==> config.mk <==
export PLATFORM = sky130hd
export DESIGN_NAME = reg_writeback_arbiter
export DESIGN_NICKNAME = d
export VERILOG_FILES = /design/src/rtl/reg_writeback_arbiter.sv
export SDC_FILE = /design/constraint.sdc
export NUM_CORES = 1
export LEC_CHECK = 0
export ABC_AREA = 0
export CAP_MARGIN = 10
export CORE_MARGIN = 5
export CORE_UTILIZATION = 49
export CTS_BUF_LIST = sky130_fd_sc_hd__clkbuf_4 sky130_fd_sc_hd__clkbuf_8 sky130_fd_sc_hd__clkbuf_16
export DETAILED_ROUTE_END_ITERATION = 6
export PLACE_DENSITY_LB_ADDON = 0.25
export SLEW_MARGIN = 20
export SYNTH_ARGS = -nofsm -noshare
export SYNTH_HDL_FRONTEND = slang
export SYNTH_SLANG_ARGS = --single-unit
==> constraint.sdc <==
create_clock -name CLK -period 2.6 [get_ports CLK]
set_clock_uncertainty 0.1 [all_clocks]
set_input_delay 0.65 -clock CLK [delete_from_list [all_inputs] [get_ports CLK]]
set_output_delay 0.65 -clock CLK [all_outputs]
set_load 0.005 [all_outputs]
==> src/rtl/reg_writeback_arbiter.sv <==
// Register-file write-port arbiter: pipeline WB vs. buffered long-op results.
// Optional WB_BYPASS_EN: idle-cycle long results skip the FIFO.
module reg_writeback_arbiter #(
  parameter int DEPTH = 4,
  parameter int XLEN  = 32
) (
  input  logic                    CLK,
  input  logic                    RESET,
  input  logic                    PIPE_WE,
  input  logic [4:0]              PIPE_ADDR,
  input  logic [XLEN-1:0]         PIPE_DATA,
  input  logic                    LONG_VALID,
  output logic                    LONG_READY,
  input  logic [4:0]              LONG_ADDR,
  input  logic [XLEN-1:0]         LONG_DATA,
  input  logic                    ISSUE_LONG,
  input  logic [4:0]              ISSUE_ADDR,
  input  logic [4:0]              CHK_ADDR1,
  input  logic [4:0]              CHK_ADDR2,
  output logic                    CHK_BUSY1,
  output logic                    CHK_BUSY2,
  output logic                    WRITE_ENABLE,
  output logic [4:0]              WRITE_ADDR,
  output logic [XLEN-1:0]         WRITE_DATA,
  output logic [$clog2(DEPTH):0]  FIFO_COUNT
);

  localparam int AW = $clog2(DEPTH);
  localparam int CW = AW + 1;

  logic [XLEN-1:0] fifo_data [DEPTH];
  logic [4:0]      fifo_addr [DEPTH];
  logic [AW-1:0]   head;
  logic [AW-1:0]   tail;
  logic [CW-1:0]   count;
  logic [31:0]     pending;
  logic [31:0]     pending_next;
  logic [31:0]     set_mask;
  logic [31:0]     clr_mask;

  logic pipe_win;
  logic fifo_empty;
  logic accept;
  logic long_live;
  logic pop;
  logic push;
  logic bypass;

  // Arbitration, handshake and scoreboard next-state
  always_comb begin
    pipe_win   = PIPE_WE && (PIPE_ADDR != 5'd0);
    fifo_empty = (count == '0);
    LONG_READY = !RESET && (count < CW'(DEPTH));
    accept     = LONG_VALID && LONG_READY;
    long_live  = accept && (LONG_ADDR != 5'd0);
    pop        = !pipe_win && !fifo_empty;
`ifdef WB_BYPASS_EN
    bypass     = long_live && fifo_empty && !pipe_win;
`else
    bypass     = 1'b0;
`endif
    push       = long_live && !bypass;
    set_mask   = 32'd0;
    clr_mask   = 32'd0;
    if (ISSUE_LONG)
      set_mask[ISSUE_ADDR] = 1'b1;
    if (pop)
      clr_mask[fifo_addr[head]] = 1'b1;
    if (bypass)
      clr_mask[LONG_ADDR] = 1'b1;
    pending_next = ((pending & ~clr_mask) | set_mask) & ~32'd1;
  end

  // FIFO payload storage, written at the tail on push
  always_ff @(posedge CLK) begin
    if (push) begin
      fifo_data[tail] <= LONG_DATA;
      fifo_addr[tail] <= LONG_ADDR;
    end
  end

  // FIFO pointers, occupancy and pending bits
  always_ff @(posedge CLK) begin
    if (RESET) begin
      head    <= '0;
      tail    <= '0;
      count   <= '0;
      pending <= 32'd0;
    end else begin
      if (push)
        tail <= tail + AW'(1);
      if (pop)
        head <= head + AW'(1);
      count   <= count + CW'(push) - CW'(pop);
      pending <= pending_next;
    end
  end

  // Registered register-file write port
  always_ff @(posedge CLK) begin
    if (RESET) begin
      WRITE_ENABLE <= 1'b0;
      WRITE_ADDR   <= 5'd0;
      WRITE_DATA   <= '0;
    end else if (pipe_win) begin
      WRITE_ENABLE <= 1'b1;
      WRITE_ADDR   <= PIPE_ADDR;
      WRITE_DATA   <= PIPE_DATA;
    end else if (pop) begin
      WRITE_ENABLE <= 1'b1;
      WRITE_ADDR   <= fifo_addr[head];
      WRITE_DATA   <= fifo_data[head];
    end else if (bypass) begin
      WRITE_ENABLE <= 1'b1;
      WRITE_ADDR   <= LONG_ADDR;
      WRITE_DATA   <= LONG_DATA;
    end else begin
      WRITE_ENABLE <= 1'b0;
    end
  end

  // Scoreboard queries and occupancy
  always_comb begin
    CHK_BUSY1  = pending[CHK_ADDR1];
    CHK_BUSY2  = pending[CHK_ADDR2];
    FIFO_COUNT = count;
  end

endmodule
# Word-level counts from Yosys, hierarchy flattened
# Memory sizes are Yosys's and may differ from the RTL's. A register that Yosys moved wholly into a read port is not among the register bits.
# Cells that the tools add are included.
[op_classes]
n_eq_ne = 0
n_addsub = 4
order_cmp = 7
div = 0
bitwise_logic = 3
n_mul = 0
shifts = 0
reduce_logical = 14
mux = 22
[ops]
columns = ["op", "count"]
rows = [
  ["two-way mux 32 bit", 4],
  ["AND 32 bit", 1],
  ["NOT 32 bit", 1],
  ["OR 32 bit", 1],
  ["less-than comparator 5 x 6 -> 1 bit (second input constant)", 4],
  ["binary-select mux 1 bit (select 5 bit)", 2],
  ["demux 1 bit (select 5 bit)", 2],
  ["greater-or-equal comparator 5 x 1 -> 1 bit (second input constant)", 2],
  ["two-way mux 5 bit", 2],
  ["nonzero test 5 bit", 2],
  ["two-way mux 1 bit", 8],
  ["two-way mux 2 bit", 4],
  ["logical AND 1 bit", 7],
  ["adder 2 x 1 -> 2 bit (second input constant)", 2],
  ["adder 3 x 1 -> 3 bit", 1],
  ["zero test 1 bit", 3],
  ["zero test 3 bit", 1],
  ["less-than comparator 3 bit (second input constant)", 1],
  ["subtractor 3 x 1 -> 3 bit", 1],
  ["nonzero test 2 bit", 1],
]
[totals]
n_memories = 2
reg_bits = 77
mem_bits_rw = 148
rom_bits = 0
latchBits = 0
input_bits = 94
out_inout_bits = 44
[memory_table]
columns = ["name", "words", "width", "rd", "rd_clocked_by_memory_dff", "wr", "line_no", "source"]
rows = [
  ["fifo_data", 4, 32, 1, 1, 1, "31", "logic [XLEN-1:0] fifo_data [DEPTH];"],
  ["fifo_addr", 4, 5, 1, 1, 1, "32", "logic [4:0] fifo_addr [DEPTH];"],
]

# Longest topological paths before layout
[depth]
ltp_word = 8
mapped_depth = 11
ltp_nobuf = 10

# Worst setup path before layout
# OpenSTA, ideal clock, no wires.
[synth_path]
path_type = "in2reg"
startpoint = "in LONG_ADDR[0]"
endpoint = "reg count[2] (netlist: FIFO_COUNT[2])"
t_arrival_ps = 2488
path_buffers = 0
required_time_ps = 2372
cell_stages = 10
setup_slack_ps = -116
path_cell_list = "or4_1 > o211a_1 > inv_1 > ha_1 > inv_1 > ha_1 > inv_1 > fa_1 > xnor2_1 > nor2_1"
[synth_between]
elab_chain_len = 4
[synth_rtl]
columns = ["item", "line_no", "source"]
rows = [
  ["start, declared", "14", "input logic [4:0] LONG_ADDR,"],
  ["nonzero test 5 bit", "55", "long_live = accept && (LONG_ADDR != 5'd0);"],
  ["logical AND 1 bit", "55", ""],
  ["adder 3 x 1 -> 3 bit", "94", "count <= count + CW'(push) - CW'(pop);"],
  ["subtractor 3 x 1 -> 3 bit", "94", ""],
  ["end signal, assigned", "94", ""],
  ["end, declared", "35", "logic [CW-1:0] count;"],
]
# Every way passes these cells.
# A chain may end at the register's enable or synchronous reset.

# Final worst setup path
[layout_path]
startpoint = "in CHK_ADDR2[1]"
endpoint = "out CHK_BUSY2"
[layout_between]
elab_chain_len = 2
[layout_rtl]
columns = ["item", "line_no", "source"]
rows = [
  ["start, declared", "19", "input logic [4:0] CHK_ADDR2,"],
  ["binary-select mux 1 bit (select 5 bit)", "125", "CHK_BUSY2 = pending[CHK_ADDR2];"],
  ["two-way mux 1 bit (implied by the code)", "125", ""],
  ["end, declared", "21", "output logic CHK_BUSY2,"],
]
# Every way passes these cells. The select of a mux whose other input is x is not followed.

==> impl_results.md <==
- Status: finished, violations left
- Violated checks: setup timing
- # DRC: 0
- Boundary Pins: between 100 and 150
- Post-route insts no fill: 1116
- Initial Utilization: 0.500
- Tot GR Track Use: 0.220
- Synth top area cells: edfxtp_1 47%, dfxtp_1 17%, mux4_2 12%
- Hold Fails Final Rpt: 0
- Final HPWL DP: 16500 um
- PnR worst setup slack: -0.188 ns
- First-pass GRT wire length: between 30000 and 40000 um
- RSZ-0062 raised after global routing: yes
- N_diodes: 0
- Leakage Power: about 4.3 nW
- CTS root buf: clkbuf_16
- Max-cap violation count: 0
- Dominant cell by count in the synthesized netlist: edfxtp_1
- P_sw: approximately 3.0 mW
- Post-Syn Nets: 776
- Slew @ Worst Pin: 0.851 ns
- Port Buffers: around 140
- Syn Inst Count: between 600 and 700
- Crit start category: input pin
- PwrDens: roughly 840 mW/mm^2
- Post-layout util: 0.665
- Routed Antenna Nets: 0
- EDFF count, synth: about 150
- Max Root-Sink Buffers: 3
- Hold_buf cts: 0
- Initial antenna violation count: 0
- Seq/Total Area, Yosys: 0.640
- Final Setup Violations: 2
- Synth unique cells: 46
- VDD IR-drop max: between 0.7 and 0.8 mV
- Clk pwr share: 0.341
- Post-synth top area cell: edfxtp_1
- Top-area cell type share of the netlist area: 0.474
- Internal: between 7 and 8 mW
- Design Power: 10.5 mW
- Worst Path Arrival: slightly above 2 ns
- Synth-to-Final Area Change: 33.1%
- Core area: about 0.019 mm^2
- Syn. warnings: 0
- Flop pwr share: 0.405
- Post-layout minimum cycle time: 2.79 ns
- Clock Latency Late Sink: roughly 0.5 ns
- Main synth FF type: edfxtp_1
- Critical path required time: 1.85 ns
- Die area: 0.0220 mm^2
- Ys async rst share: 0
- DRT Wirelength: about 24000 um
- Cts bufs inserted: 24
- Die height: roughly 150 um
- Register-to-register setup slack: 0.24 ns
- FF+latch count, synth: between 200 and 250
- DR vias/cell: between 5 and 6
- Hold Path Class: input pin to register
- Setup crit end kind: primary output
- Largest net degree at the start of global routing: 78
- FP Rows: 50
- Fill cells: approximately 1300
- Post-placement cell count: around 1100
- H-tree levels: 1
- Commonest cells in the netlist: 148 x edfxtp_1, 95 x nand2_1, 78 x dfxtp_1, 54 x nor2_1, 48 x mux4_2
- Hold Worst Slack: approximately 0.30 ns
- Synthesized area: 0.00938 mm^2
- WS Path Type: input pin to primary output
- Switching share of total power: 0.284
- WL/cell: roughly 22 um
- Ratio of cells with drive above 1 in the final layout: 0.224
- Final period util: 1.07
- Drt first pass iters: 5
- RePlAce Congestion: 0.951
- F_max: between 0.3 and 0.4 GHz
- # nets final: 965
- TritonCTS clock tree: yes
- Synthesized area per cell: ~14 um^2
- Crit Path Max Fanout: 5
- Die width: around 150 um
- Comb pwr share: 0.255
- GR Overflow Total: 0
- Via count: 6642
- Number of global-route vias before repair: between 7000 and 8000
- Reg clk slew, reported paths: ~0.06 ns
- Fin. max-slew vios: 0
- # clock sinks: between 200 and 250
- Rel. slew slack: 0.433
- DR iter-0 viols: just under 500
cell usage in the layout, fill, tap and decap left out, types with 3 or more instances in the layout:
cell             instances
dlygate4sd2_1            3
clkbuf_8                 4
clkdlybuf4s50_1        123
nand3b_1                 3
nand2_1                 95
a311oi_1                45
clkbuf_2                 3
dfxtp_1                 71
and2_1                   4
mux4_2                  48
nand4_1                  4
a21oi_1                 41
mux2i_1                 13
buf_4                   61
clkbuf_4                 3
nor3_1                   3
nor3b_1                  5
edfxtp_1               148
buf_12                  13
clkbuf_16               25
clkinv_2                 6
and3b_1                  4
dfxtp_2                  7
nor2_1                  53
ha_1                     6
inv_1                    7
nand2b_1                 3
nor2b_1                  3
a211oi_1                 4
o41ai_1                 18
bufinv_16                3
and3_1                   3
and2_2                   4
through the flow:
step           cell area, um^2  setup WS [ns]  setup TNS [ns]
6_report                 12500         -0.188          -0.223
5_1_grt                  12500         -0.241          -0.360
4_1_cts                  12500         -0.190          -0.227
3_5_place_dp             11600         -0.963          -54.12
3_3_place_gp             11600         -0.958          -43.21
2_1_floorplan             9400         -0.111          -0.183
final timing paths:
check                           cells past startpoint                     endpoint                   startpoint
worst min register to register                      2  WRITE_DATA[18]$_SDFFE_PP0P_  WRITE_DATA[18]$_SDFFE_PP0P_
worst min-delay path                                1    fifo_addr[3][3]$_DFFE_PP_                 LONG_ADDR[3]
worst max-delay path                                7                    CHK_BUSY2                 CHK_ADDR2[1]
worst max register to register                      5       pending[27]$_SDFF_PP0_                     register
metal layers:
layer  vias up  part of all wire  GRT usage
li1       3018                 -          -
met1      3311              0.39      0.276
met2       255              0.52      0.393
met3        58             0.055     0.0283
met4         0             0.033     0.0804
met5         -                 0          0
sequential cells by signal (all words and copies together) (netlist names), named ones only:
| name | cells |
|---|---|
| WRITE_ENABLE | 1 |
| WRITE_DATA | 32 |
| head | 2 |
| fifo_addr | 20 |
| FIFO_COUNT | 3 |
| pending | 31 |
| tail | 2 |
| fifo_data | 128 |
| WRITE_ADDR | 5 |
kinds of logic after synthesis:
group           after synthesis  share of synthesized area
flops                       226                      0.640
simple gates                195                     0.0924
compound gates              123                     0.0967
mux                          63                      0.131
buf+inv                      56                     0.0245
fa+ha+maj                     7                     0.0101
xor+xnor                      5                    0.00467
area by class of cell:
| cell class | instances | area [um^2] | area share |
|---|---|---|---|
| clock inverters | 12 | 143 | 0.0114 |
| repair buffers | 211 | 2090 | 0.167 |
| well taps | 234 | 293 | 0.0235 |
| flip-flops and latches | 226 | 6010 | 0.482 |
| multi-input cells | 393 | 3210 | 0.257 |
| clock buffers | 32 | 703 | 0.0563 |
| inverters | 8 | 30.0 | 0.00241 |
power by group through the flow:
stage	clock network, mW	registers (mW)	logic, mW
after floorplan	0	4.29	1.45
after global placement	0	4.28	2.60
after detailed placement	0	4.30	2.64
after CTS	3.63	4.23	2.68
after global routing	3.79	4.25	2.89
final	3.56	4.23	2.66
timing repair:
item / CTS / global route
setup endpoints to repair: 4 / 5
resized for setup: 43 / 11
gates cloned: 1 / 0
pin swaps: 5 / 2
setup buffers: 3 / 0
critical path, stage by stage:
cell      delay (ns)
buf_8           0.09
buf_12          0.11
mux4_2          0.50
a22oi_2         0.19
o211ai_1        0.11
mux2_4          0.27
buf_6           0.11
No activity file was read; power rests on OpenSTA's default activity.
